===== src/rtl/snn_pkg.sv =====
// Shared definitions for the SNN tick scheduler: state encoding and state helpers.
package snn_pkg;

  localparam int STATE_W = 3;

  typedef enum logic [STATE_W-1:0] {
    TS_IDLE      = 3'd0,
    TS_LOAD      = 3'd1,
    TS_TICK      = 3'd2,
    TS_SETTLE    = 3'd3,
    TS_WAIT_STEP = 3'd4,
    TS_DONE      = 3'd5,
    TS_ERROR     = 3'd6
  } tick_state_e;

  function automatic logic is_active(tick_state_e s);
    return !(s inside {TS_IDLE, TS_DONE, TS_ERROR});
  endfunction

endpackage


===== src/rtl/snn_watchdog.sv =====
// Drain watchdog: counts enabled cycles and flags the cycle whose count completes 2^TIMEOUT_W-1.
module snn_watchdog #(
  parameter int TIMEOUT_W = 20
) (
  input  logic clk,
  input  logic reset,
  input  logic clear,
  input  logic enable,
  output logic expired
);

  // One below all-ones: expired fires in the cycle whose increment reaches all-ones.
  localparam logic [TIMEOUT_W-1:0] LAST = ~TIMEOUT_W'(1);

  logic [TIMEOUT_W-1:0] count;

  // NOTE: sequential state is always assigned with <= so every flop samples pre-edge values.
  always_ff @(posedge clk) begin
    if (reset || clear) begin
      count <= '0;
    end else if (enable) begin
      count <= count + TIMEOUT_W'(1);
    end
  end

  assign expired = enable && !clear && (count == LAST);

endmodule


===== src/rtl/snn_tick_scheduler.sv =====
// Tick sequencer for an N-core SNN grid: budgeted ticks, single-step, drain supervision, abort.
module snn_tick_scheduler
  import snn_pkg::*;
#(
  parameter int NUM_CORES  = 6,
  parameter int TICK_W     = 16,
  parameter int MIN_SETTLE = 4,
  parameter int TIMEOUT_W  = 20
) (
  input  logic                 clk,
  input  logic                 reset,
  input  logic                 start,
  input  logic                 abort,
  input  logic                 load_end,
  input  logic                 step_mode,
  input  logic                 step_req,
  input  logic [TICK_W-1:0]    cfg_num_ticks,
  input  logic                 input_buffer_empty,
  input  logic                 router_empty_all,
  input  logic [NUM_CORES-1:0] core_busy,
  output logic                 tick,
  output logic [TICK_W-1:0]    tick_index,
  output logic                 complete,
  output logic                 timeout_err,
  output logic                 busy,
  output logic [STATE_W-1:0]   state
);

  localparam int SETTLE_W = (MIN_SETTLE > 1) ? $clog2(MIN_SETTLE) : 1;
  localparam logic [SETTLE_W-1:0] SETTLE_LAST = SETTLE_W'(MIN_SETTLE - 1);

  tick_state_e         state_q;
  logic [TICK_W-1:0]   budget;
  logic                step_latched;
  logic [SETTLE_W-1:0] settle_cnt;
  logic                wd_enable;
  logic                wd_expired;
  logic                drained;
  logic                load_ready;

  assign drained    = input_buffer_empty && router_empty_all && ~|core_busy;
  assign load_ready = load_end && input_buffer_empty && router_empty_all;
  assign wd_enable  = (state_q == TS_LOAD) || (state_q == TS_SETTLE);

  snn_watchdog #(.TIMEOUT_W(TIMEOUT_W)) u_watchdog (
    .clk     (clk),
    .reset   (reset),
    .clear   (~wd_enable),
    .enable  (wd_enable),
    .expired (wd_expired)
  );

  always_ff @(posedge clk) begin
    if (reset) begin
      state_q      <= TS_IDLE;
      tick         <= 1'b0;
      tick_index   <= '0;
      complete     <= 1'b0;
      timeout_err  <= 1'b0;
      budget       <= '0;
      step_latched <= 1'b0;
      settle_cnt   <= '0;
    end else begin
      tick <= 1'b0;
      if (abort) begin
        state_q  <= TS_IDLE;
        complete <= 1'b0;
      end else begin
        unique case (state_q)
          TS_IDLE, TS_DONE, TS_ERROR: begin
            if (start) begin
              budget       <= cfg_num_ticks;
              step_latched <= step_mode;
              tick_index   <= '0;
              timeout_err  <= 1'b0;
              complete     <= (cfg_num_ticks == '0);
              state_q      <= (cfg_num_ticks == '0) ? TS_DONE : TS_LOAD;
            end
          end
          TS_LOAD: begin
            if (wd_expired) begin
              state_q     <= TS_ERROR;
              timeout_err <= 1'b1;
              complete    <= 1'b0;
            end else if (load_ready) begin
              state_q    <= TS_TICK;
              tick       <= 1'b1;
              tick_index <= tick_index + TICK_W'(1);
            end
          end
          TS_TICK: begin
            state_q    <= TS_SETTLE;
            settle_cnt <= '0;
          end
          TS_SETTLE: begin
            if (wd_expired) begin
              state_q     <= TS_ERROR;
              timeout_err <= 1'b1;
              complete    <= 1'b0;
            end else if (settle_cnt != SETTLE_LAST) begin
              settle_cnt <= settle_cnt + SETTLE_W'(1);
            end else if (drained) begin
              // The settle counter parks at its last value, so drain is re-tested every cycle.
              if (tick_index == budget) begin
                state_q  <= TS_DONE;
                complete <= 1'b1;
              end else if (step_latched) begin
                state_q <= TS_WAIT_STEP;
              end else begin
                state_q    <= TS_TICK;
                tick       <= 1'b1;
                tick_index <= tick_index + TICK_W'(1);
              end
            end
          end
          TS_WAIT_STEP: begin
            if (step_req) begin
              state_q    <= TS_TICK;
              tick       <= 1'b1;
              tick_index <= tick_index + TICK_W'(1);
            end
          end
          default: state_q <= TS_IDLE;
        endcase
      end
    end
  end

  assign busy  = is_active(state_q);
  assign state = state_q;

endmodule


===== config.mk =====
export PLATFORM = sky130hd
export DESIGN_NAME = snn_tick_scheduler
export DESIGN_NICKNAME = d
export VERILOG_FILES = /design/src/rtl/snn_pkg.sv /design/src/rtl/snn_watchdog.sv /design/src/rtl/snn_tick_scheduler.sv
export SDC_FILE = /design/constraint.sdc
export NUM_CORES = 1
export LEC_CHECK = 0
export BUFFER_PORTS_ARGS = -buffer_cell sky130_fd_sc_hd__clkbuf_2
export CORE_MARGIN = 2
export CORE_UTILIZATION = 40
export CTS_BUF_LIST = sky130_fd_sc_hd__clkbuf_4 sky130_fd_sc_hd__clkbuf_8 sky130_fd_sc_hd__clkbuf_16
export CTS_CLUSTER_SIZE = 25
export DETAILED_ROUTE_END_ITERATION = 10
export GPL_TIMING_DRIVEN = 0
export PLACE_DENSITY = 0.6
export REMOVE_ABC_BUFFERS = 1
export SYNTH_ARGS = -nofsm -noshare
export SYNTH_HDL_FRONTEND = slang
export SYNTH_SLANG_ARGS = --single-unit

===== constraint.sdc =====
create_clock -name clk -period 2.34 [get_ports clk]
set_input_delay 0.468 -clock clk [delete_from_list [all_inputs] [get_ports clk]]
set_output_delay 0.468 -clock clk [all_outputs]
set_load 0.01 [all_outputs]

Yosys cells after proc, flatten, opt, wreduce, memory -nomap -nowiden
Index checks and enable logic that the tools add are counted.
{ "op_classes": {"addsub": 3, "eq_ne": 25, "muxes": 43, "bitwise_logic": 2, "reduce_logical": 26} }
{ "ops": {"columns": ["op", "n"], "rows": [
  ["$mux 16", 9],
  ["$pmux 16 s4", 1],
  ["$mux 3", 10],
  ["$add 20x1->20 const B", 1],
  ["$eq 20x20->1 const B", 1],
  ["$ne 2x2->1 const B", 10],
  ["$add 16x1->16 const B", 1],
  ["$eq 16x16->1", 1],
  ["$logic_not 16->1", 1],
  ["$mux 1", 16],
  ["$pmux 3 s5", 1],
  ["$reduce_and 11->1", 1],
  ["$eq 3x3->1 const B", 3],
  ["$ne 3x2->1 const B", 3],
  ["$reduce_and 4->1", 2],
  ["$eq 3x2->1 const B", 2],
  ["$ne 2x1->1 const B", 3],
  ["$pmux 1 s3", 2],
  ["$reduce_and 6->1", 1],
  ["$reduce_bool 3->1", 2],
  ["$reduce_or 6->1", 1],
  ["$logic_and 1x1->1", 5],
  ["$reduce_and 5->1", 1],
  ["$mux 2", 2],
  ["14 further kinds", 19]
]} }
{ "totals": {"ff_bits": 61, "input_bits": 31, "output_inout_bits": 23, "word_cells": 108} }

Depth between registers and ports, before layout
Gate-level depths: netlist (run 1).
{ "logic_depth": {"word_depth": 7, "depth_mapped": 9, "mapped_depth_nobuf": 8} }

By module
Synthesis (run 1) repeated with hierarchy kept, for this count alone.
{ "hier_totals": {"hier_cells": 399, "area_unflattened_um2": 3345.7} }
{ "by_module_without_submodules": {"columns": ["module", "n_inst", "cells_per_inst", "area_each_um2", "seq_area_each_um2"], "rows": [
  ["snn_tick_scheduler", 1, 290, 2406.1, 820.8],
  ["snn_watchdog", 1, 109, 939.7, 400.4]
]} }

Worst setup path after synthesis (run 1)
Ideal clock, no wire load.
{ "synth_timing": {"path_kind": "input port to flip-flop", "startpoint": "input core_busy[0]", "endpoint": "register tick_index[14]", "setup_ns": 0.070, "arrival_time_ns": 2.253, "required_ns": 2.270, "setup_slack_ns": 0.017, "cell_stages": 6, "n_path_buf": 0, "path_cell_list": "or4_4 -> nor4_4 -> o221a_4 -> o211ai_2 -> or4_1 -> a21oi_1"} }
{ "synth_via": {"elab_chain_cells": 5} }
{ "synth_rtl": {"columns": ["item", "line_no", "text"], "rows": [
  ["start: declaration", "snn_tick_scheduler.sv:20", "input logic [NUM_CORES-1:0] core_busy,"],
  ["$reduce_or 6->1", "snn_tick_scheduler.sv:41", "assign drained = input_buffer_empty && router_empty_all && ~|core_busy;"],
  ["$logic_not 1->1", "snn_tick_scheduler.sv:41", null],
  ["$logic_and 1x1->1", "snn_tick_scheduler.sv:41", null],
  ["$ne 2x2->1 (no source line)", null, null],
  ["$reduce_and 11->1 (no source line)", null, null],
  ["end signal: assignment", "snn_tick_scheduler.sv:88", "tick_index <= tick_index + TICK_W'(1);"],
  ["end signal: assignment", "snn_tick_scheduler.sv:112", "tick_index <= tick_index + TICK_W'(1);"],
  ["end signal: assignment", "snn_tick_scheduler.sv:120", "tick_index <= tick_index + TICK_W'(1);"],
  ["end: declaration", "snn_tick_scheduler.sv:22", "output logic [TICK_W-1:0] tick_index,"]
]} }
Every way passes these cells.
A chain may end at the register's enable or synchronous reset.

Final worst setup path (run 1)
{ "layout_timing": {"startpoint": "input core_busy[0]", "endpoint": "register tick_index[12]"} }
Same word-level chain as after synthesis.

==> results of run 1 <==
[cell usage after synthesis (6+ instances only)]
master                     count
sky130_fd_sc_hd__o21ai_1      10
sky130_fd_sc_hd__nand2_1      26
sky130_fd_sc_hd__nor2b_1       6
sky130_fd_sc_hd__nand4_1      17
sky130_fd_sc_hd__o31ai_1       6
sky130_fd_sc_hd__inv_1         8
sky130_fd_sc_hd__dfxtp_1      61
sky130_fd_sc_hd__xnor2_1      20
sky130_fd_sc_hd__mux2i_1      18
sky130_fd_sc_hd__o21ai_0       7
sky130_fd_sc_hd__or3_1        11
sky130_fd_sc_hd__nand3_1      12
sky130_fd_sc_hd__or4_1         6
sky130_fd_sc_hd__and3_1        8
sky130_fd_sc_hd__xor2_1       15
sky130_fd_sc_hd__clkbuf_1     12
sky130_fd_sc_hd__nor2_1       49
sky130_fd_sc_hd__a21oi_1      20
[logic make-up (layout without fill, tap and decap cells)]
family	count (synthesis)	after routing	synth area share
compound gates	65	67	0.1364
xor+xnor	35	35	0.09773
flops	61	61	0.3893
fa+ha+maj	5	5	0.01915
mux	18	18	0.05744
buf+inv	25	78	0.03151
simple gates	159	159	0.2685
[routing by layer]
metal | global-route usage | vias up | routed length (µm)
li1 | - | 1423 | -
met1 | 0.2344 | 1354 | 3521
met2 | 0.2914 | 56 | 3841
met3 | 0.04963 | 9 | 286
met4 | 0.04851 | 0 | 84
met5 | 0 | - | 0
[report_power, final]
| part | internal, W | total [W] | leakage [nW] | switching, W |
|---|---|---|---|---|
| Clock | 0.000398 | 0.000863 | 0.0868 | 0.000465 |
| Sequential | 0.00107 | 0.00110 | 0.495 | 0.0000359 |
| Combinational | 0.000127 | 0.000311 | 0.756 | 0.000184 |
| Total | 0.00159 | 0.00228 | 1.34 | 0.000685 |
[path summary, 6_finish.rpt]
kind                startpoint             end  slack [ns]  depth (start not counted)
setup / recovery  core_busy[0]  tick_index[12]        0.08                          7
hold / removal       step_mode    step_latched        0.38                          3
hold reg to reg    timeout_err     timeout_err        0.45                          2
setup reg to reg      state[0]  tick_index[12]        0.19                          5
[worst min-delay path, delay by kind of cell]
family,cells,cell delay [ns]
compound gates,1,0.05
buf+inv,1,0.09
simple gates,1,0.07
[through the flow]
step           hold WS, ns  power [W]  TNS (ns)  cells
2_1_floorplan       0.4411   0.001310   -0.2491    352
3_3_place_gp        0.4332   0.001407    -9.269    507
3_5_place_dp        0.4466   0.001411    -10.86    507
4_1_cts             0.3635   0.002285         0    523
5_1_grt             0.3875   0.002396         0    525
6_report            0.3773   0.002276         0    525
[what timing repair did]
item,in CTS,in global routing
pin swaps,0,1
setup endpoints to repair,55,18
resized for setup,5,4
gates cloned,0,2
[cell type report]
cell class | count | area (µm²)
Multi-Input combinational cell | 284 | 1863
Clock inverter | 7 | 58.81
Clock buffer | 9 | 123.9
Fill cell | 774 | 3951
Tap cell | 102 | 127.6
Sequential cell | 61 | 1224
Inverter | 9 | 33.78
Timing Repair Buffer | 53 | 265.3
[registers in the layout, indices dropped and copies added (netlist names)]
signal / flops
budget: 16
complete: 1
settle_cnt: 2
state: 3
step_latched: 1
tick: 1
tick_index: 16
timeout_err: 1
u_watchdog.count: 20
==> impl_table.tex, run 1 <==
\begin{tabular}{lr}
\hline
Metric & Value \\
\hline
\multicolumn{2}{l}{\textbf{Route}} \\
WL per Instance & 14.73 µm \\
DR vias & 2,842 \\
Count of antenna-violating nets left after detailed routing & 0 \\
Detailed-routing iteration count for the pre-antenna-repair pass & 4 \\
Final wirelength & 7.734 mm \\
DRC violation count after routing & 0 \\
DRT iter0 DRCs & 158 \\
Number of vias per cell & 5.413 \\
\multicolumn{2}{l}{\textbf{Logic synthesis}} \\
Average cell area after synthesis & 8.524 µm² \\
Cell types occupying the most area after synthesis & sky130\_fd\_sc\_hd\_\_dfxtp\_1, sky130\_fd\_sc\_hd\_\_nor2\_1, sky130\_fd\_sc\_hd\_\_mux2i\_1 \\
Yosys synthesis warning count & 0 \\
Area of the mapped netlist & 3137 µm² \\
Post-synthesis sequential area ratio & 0.3893 \\
Number of enable-type register cells in the synthesized netlist & 0 \\
Count of state elements after synthesis & 61 \\
Cell taking the most area after synthesis & sky130\_fd\_sc\_hd\_\_dfxtp\_1 \\
Yosys top cell area share & 0.3893 \\
Post-synth cell types & 51 \\
Most used flip-flop cell after synthesis & sky130\_fd\_sc\_hd\_\_dfxtp\_1 \\
Number of standard cells after synthesis & 368 \\
Async set-reset flop share out of synthesis & 0 \\
\multicolumn{2}{l}{\textbf{Timing}} \\
Final number of hold-violating endpoints & 0 \\
Highest achievable clock rate & 442.7 MHz \\
Worst setup slack after layout & 0.08129 ns \\
Final Max Tran Viols & 0 \\
Setup repair after global routing missed its margin & no \\
Final setup viols & 0 \\
Final period util & 0.9653 \\
Skew final & 0.01040 ns \\
Headroom to the max-slew limit & 0.5070 \\
Final critical-path required period & 2.259 ns \\
Transition time of the tightest slew-check pin & 0.7395 ns \\
\multicolumn{2}{l}{\textbf{CTS}} \\
Clock insertion delay at the later pin of the skew report & 0.34 ns \\
Clock tree from TritonCTS & built \\
Buffers inserted by post-CTS timing repair & 0 \\
Clock transition at the register clock pins on the worst setup and hold paths after CTS & 0.07 ns \\
Number of H-tree branching levels & 3 \\
Maximum count of clock buffers along a single path & 2 \\
Post-CTS Hold Fix Bufs & 0 \\
Clock root cell & sky130\_fd\_sc\_hd\_\_clkbuf\_8 \\
Number of buffers created by CTS & 9 \\
Number of clock sinks & 61 \\
\multicolumn{2}{l}{\textbf{Floorplan}} \\
Die Y & 92.56 µm \\
DIE WIDTH & 92.56 µm \\
Starting density of the core & 0.4102 \\
Die area & 8566 µm² \\
Standard cell core area & 7647 µm² \\
Floorplan row count & 32 \\
I/O pins & 54 \\
\multicolumn{2}{l}{\textbf{Cells and area}} \\
Post-layout net count & 453 \\
Commonest non-fill, non-tap cell in the layout & sky130\_fd\_sc\_hd\_\_dfxtp\_1 \\
Area growth from synthesis to layout & 17.83\% \\
Most frequent cells in the layout & sky130\_fd\_sc\_hd\_\_dfxtp\_1, sky130\_fd\_sc\_hd\_\_clkbuf\_2, sky130\_fd\_sc\_hd\_\_nor2\_1 \\
Fin util & 0.4833 \\
Cell area after layout & 3696 µm² \\
Layout cells sized above 1 & 0.1986 \\
Diodes inserted & 0 \\
\multicolumn{2}{l}{\textbf{Global routing}} \\
Wire length of the first global-routing pass & 12.32 mm \\
GR Util All Layers & 0.1794 \\
Vias in the first global route & 2,576 \\
Number of antenna violations at the first check in global routing & 0 \\
Remaining global-route overflow & 0 \\
Maximum number of pins on one net before global-route repair & 27 \\
\multicolumn{2}{l}{\textbf{Critical path}} \\
Kind of critical path & primary input to flop \\
Top delay family on crit path & simple AND/OR/NAND/NOR gates \\
Crit path cell chain & clkbuf\_2 > or4\_4 > nor4\_4 > o221a\_4 > o211ai\_2 > or4\_1 > a21oi\_1 \\
Required time of the worst setup path & 2.61 ns \\
Slowest stage cell on the critical path & sky130\_fd\_sc\_hd\_\_or4\_4 \\
Endpoint class of the critical path & flop \\
Delay contributed by the slowest stage of the critical path & 0.55 ns \\
Worst Path Buf+Inv & 1 \\
Sort of element at the start of the critical path & primary input \\
Maximum fanout along the worst path & 5 \\
Signal arrival time at the worst endpoint & 2.53 ns \\
\multicolumn{2}{l}{\textbf{Placed design}} \\
Worst slack after detailed placement & -0.5007 ns \\
Post-DP HPWL & 5.314 mm \\
Area of placed instances & 3465 µm² \\
Port buffer count & 53 \\
Weighted congestion at the end of routability-driven global placement & 0.7947 \\
\multicolumn{2}{l}{\textbf{Status}} \\
Status & finished clean \\
\multicolumn{2}{l}{\textbf{Pwr}} \\
Total power per unit cell area & 615.9 nW/µm² \\
VDD IR-drop max & 0.0003517 V \\
Leak & 1.338 nW \\
\multicolumn{2}{l}{\textbf{Hold path}} \\
Hold/Removal Path Class & primary input to flop \\
\multicolumn{2}{l}{\textbf{Job}} \\
Number of max-cap violations & 0 \\
\hline
\end{tabular}
No activity file was read; power rests on OpenSTA's default activity.
==> run 2: changes to the inputs <==
==> constraint.sdc (replaced) <==
create_clock -name clk -period 2.34 [get_ports clk]
set_input_delay 0.468 -clock clk [delete_from_list [all_inputs] [get_ports clk]]
set_output_delay 0.468 -clock clk [all_outputs]
set_load 0.1 [all_outputs]
==> run 2 against run 1 <==
Compared with the run above: highest routed layer unchanged; critical path type unchanged; clock skew about the same; clock power barely moved; combinational power is 19% higher; power grew 2.6%; largest cell class unchanged.
==> impl_table.tex, run 2 (same netlist as run 1, synthesis figures left out) <==
\begin{tabular}{lr}
\hline
Metric & Value \\
\hline
\multicolumn{2}{l}{\textbf{Status}} \\
Status & finished clean \\
\multicolumn{2}{l}{\textbf{Route}} \\
Highest routing layer actually used & met4 \\
Detailed-routed wire length on met3 & 274 µm (-4.2\%) \\
DR vias & 2,847 (+0.18\%) \\
Count of antenna-violating nets left after detailed routing & 0 (unchanged) \\
Number of vias per cell & 5.423 (+0.18\%) \\
Wire length on met2 & 3.870 mm (+0.76\%) \\
DRC violation count after routing & 0 (unchanged) \\
Detailed-routing iteration count for the pre-antenna-repair pass & 4 (unchanged) \\
Final wirelength & 7.718 mm (-0.21\%) \\
DRT iter0 DRCs & 157 (-0.63\%) \\
WL per Instance & 14.70 µm (-0.21\%) \\
Met1 WL & 3.489 mm (-0.91\%) \\
\multicolumn{2}{l}{\textbf{CTS}} \\
Clock root cell & sky130\_fd\_sc\_hd\_\_clkbuf\_8 \\
Clock insertion delay at the later pin of the skew report & 0.34 ns (about the same) \\
Clock transition at the register clock pins on the worst setup and hold paths after CTS & 0.07 ns (about the same) \\
Number of buffers created by CTS & 9 (unchanged) \\
Maximum count of clock buffers along a single path & 2 (unchanged) \\
Buffers inserted by post-CTS timing repair & 0 (unchanged) \\
Number of H-tree branching levels & 3 (unchanged) \\
Post-CTS Hold Fix Bufs & 0 (unchanged) \\
Number of clock sinks & 61 (unchanged) \\
Clock tree from TritonCTS & built \\
\multicolumn{2}{l}{\textbf{Critical path}} \\
Slowest stage cell on the critical path & sky130\_fd\_sc\_hd\_\_or4\_4 \\
Sort of element at the start of the critical path & primary input \\
Required time of the worst setup path & 2.61 ns (about the same) \\
Endpoint class of the critical path & flop \\
Delay contributed by the slowest stage of the critical path & 0.55 ns (about the same) \\
Worst Path Buf+Inv & 1 (unchanged) \\
Maximum fanout along the worst path & 5 (unchanged) \\
Kind of critical path & primary input to flop \\
Crit path cell chain & clkbuf\_2 > or4\_4 > nor4\_4 > o221a\_4 > o211ai\_2 > or4\_1 > a21oi\_1 \\
Signal arrival time at the worst endpoint & 2.53 ns (about the same) \\
Top delay family on crit path & simple AND/OR/NAND/NOR gates \\
\multicolumn{2}{l}{\textbf{Cells and area}} \\
Cell area after layout & 3700 µm² (+0.10\%) \\
Fin util & 0.4838 (+0.0004900) \\
Layout cells sized above 1 & 0.2009 (+0.002364) \\
Area growth from synthesis to layout & 17.95\% \\
Most frequent cells in the layout & sky130\_fd\_sc\_hd\_\_dfxtp\_1, sky130\_fd\_sc\_hd\_\_clkbuf\_2, sky130\_fd\_sc\_hd\_\_nor2\_1 \\
Post-layout net count & 453 (unchanged) \\
Top register by number of flip-flops & u\_watchdog.count \\
Commonest non-fill, non-tap cell in the layout & sky130\_fd\_sc\_hd\_\_dfxtp\_1 \\
Number of flip-flops under the largest register name & 20 (unchanged) \\
\# fillers & 773 (-0.13\%) \\
Diodes inserted & 0 (unchanged) \\
Registers with the most flip-flops & u\_watchdog.count (20), budget (16), tick\_index (16) \\
\multicolumn{2}{l}{\textbf{Placed design}} \\
Port buffer count & 53 (unchanged) \\
Worst slack after detailed placement & -0.5007 ns (unchanged) \\
Area of placed instances & 3465 µm² (unchanged) \\
Post-DP HPWL & 5.314 mm (unchanged) \\
Weighted congestion at the end of routability-driven global placement & 0.7947 (unchanged) \\
\multicolumn{2}{l}{\textbf{Global routing}} \\
Vias in the first global route & 2,576 (unchanged) \\
Remaining global-route overflow & 0 (unchanged) \\
Wire length of the first global-routing pass & 12.32 mm (unchanged) \\
Maximum number of pins on one net before global-route repair & 27 (unchanged) \\
Number of antenna violations at the first check in global routing & 0 (unchanged) \\
GR Util All Layers & 0.1794 (unchanged) \\
\multicolumn{2}{l}{\textbf{Floorplan}} \\
Standard cell core area & 7647 µm² (unchanged) \\
DIE WIDTH & 92.56 µm (unchanged) \\
I/O pins & 54 (unchanged) \\
Die area & 8566 µm² (unchanged) \\
Floorplan row count & 32 (unchanged) \\
Die Y & 92.56 µm (unchanged) \\
Starting density of the core & 0.4102 (unchanged) \\
\multicolumn{2}{l}{\textbf{Pwr}} \\
Clock power share & 0.369 (-0.010) \\
Total power per unit cell area & 631.5 nW/µm² (+2.5\%) \\
Internal power summed over all cells & 0.001593 W (+0.10\%) \\
Leak & 1.338 nW (about the same) \\
Net switching fraction of the power & 0.3181 (+0.01730) \\
Net load switching power & 0.0007433 W (+8.5\%) \\
Portion of total power attributed to sequential cells & 0.472 (-0.012) \\
VDD IR-drop max & 0.0003517 V (about the same) \\
Comb power frac & 0.159 (+0.023) \\
\multicolumn{2}{l}{\textbf{Job}} \\
Number of max-cap violations & 0 (unchanged) \\
\multicolumn{2}{l}{\textbf{Hold path}} \\
Hold/Removal Path Class & primary input to flop \\
\multicolumn{2}{l}{\textbf{Timing}} \\
Final critical-path required period & 2.260 ns (+0.0009899 ns) \\
Final setup viols & 0 (unchanged) \\
Worst setup slack after layout & 0.08030 ns (-0.0009899 ns) \\
Highest achievable clock rate & 442.5 MHz (about the same) \\
Transition time of the tightest slew-check pin & 0.7396 ns (+0.00009334 ns) \\
Final period util & 0.9657 (about the same) \\
Skew final & 0.01028 ns (-0.0001160 ns) \\
Setup repair after global routing missed its margin & no \\
Headroom to the max-slew limit & 0.5069 (about the same) \\
Final number of hold-violating endpoints & 0 (unchanged) \\
Final Max Tran Viols & 0 (unchanged) \\
\hline
\end{tabular}
==> run 2: cell count changes in the layout (fill, tap and decap cells not counted) <==
cell,delta
sky130_fd_sc_hd__clkbuf_4,+1
sky130_fd_sc_hd__dfxtp_1,-1
sky130_fd_sc_hd__dfxtp_2,+1
sky130_fd_sc_hd__clkbuf_2,-1
==> run 2: power groups by stage <==
stage	clock network (W)	logic, W	registers, W
floorplan	0	0.000212	0.00116
global placement	0	0.000342	0.00112
detailed placement	0	0.000344	0.00113
CTS	0.000894	0.000350	0.00110
global route	0.000947	0.000402	0.00111
finish	0.000863	0.000370	0.00110
==> run 2: stage by stage <==
stage	setup TNS, ns	instances	total power (W)	hold WS (ns)
after detailed placement	-10.86	507	0.001470	0.4466
after global placement	-9.269	507	0.001466	0.4332
final	0	525	0.002336	0.3775
after global routing	0	525	0.002456	0.3875
after floorplan	-24.50	352	0.001368	0.4411
after CTS	0	523	0.002345	0.3635
==> run 2: layer usage <==
metal / up-vias / GRT usage
li1: 1424 / -
met1: 1356 / 0.2344
met2: 58 / 0.2914
met3: 9 / 0.04963
met4: 0 / 0.04851
met5: - / 0
==> run 2: path summary, 6_finish.rpt <==
path	start	endpoint	slack (ns)	cells after the start
min reg2reg	timeout_err	timeout_err	0.45	2
max	core_busy[0]	tick_index[12]	0.08	7
min	step_mode	step_latched	0.38	3
max reg2reg	tick_index[0]	tick_index[15]	0.19	6
==> run 2: what timing repair did <==
| action | in CTS | in global routing |
|---|---|---|
| endpoints found under the setup margin | 56 | 19 |
| pin swaps | 0 | 1 |
| gates cloned | 0 | 2 |
| resized for setup | 6 | 5 |
==> run 2: layout make-up <==
cell class / instances / area [µm²] / area share
clock inverters: 7 / 58.81 / 0.01589
flip-flops and latches: 61 / 1225 / 0.3311
multi-input cells: 284 / 1863 / 0.5036
inverters: 9 / 33.78 / 0.009131
well taps: 102 / 127.6 / 0.03449
repair buffers: 53 / 267.8 / 0.07237
clock buffers: 9 / 123.9 / 0.03348
==> run 2: worst min-delay path, stage by stage <==
cell                       delay (ns)
sky130_fd_sc_hd__clkbuf_2        0.09
sky130_fd_sc_hd__a21oi_1         0.05
sky130_fd_sc_hd__nor2_1          0.07
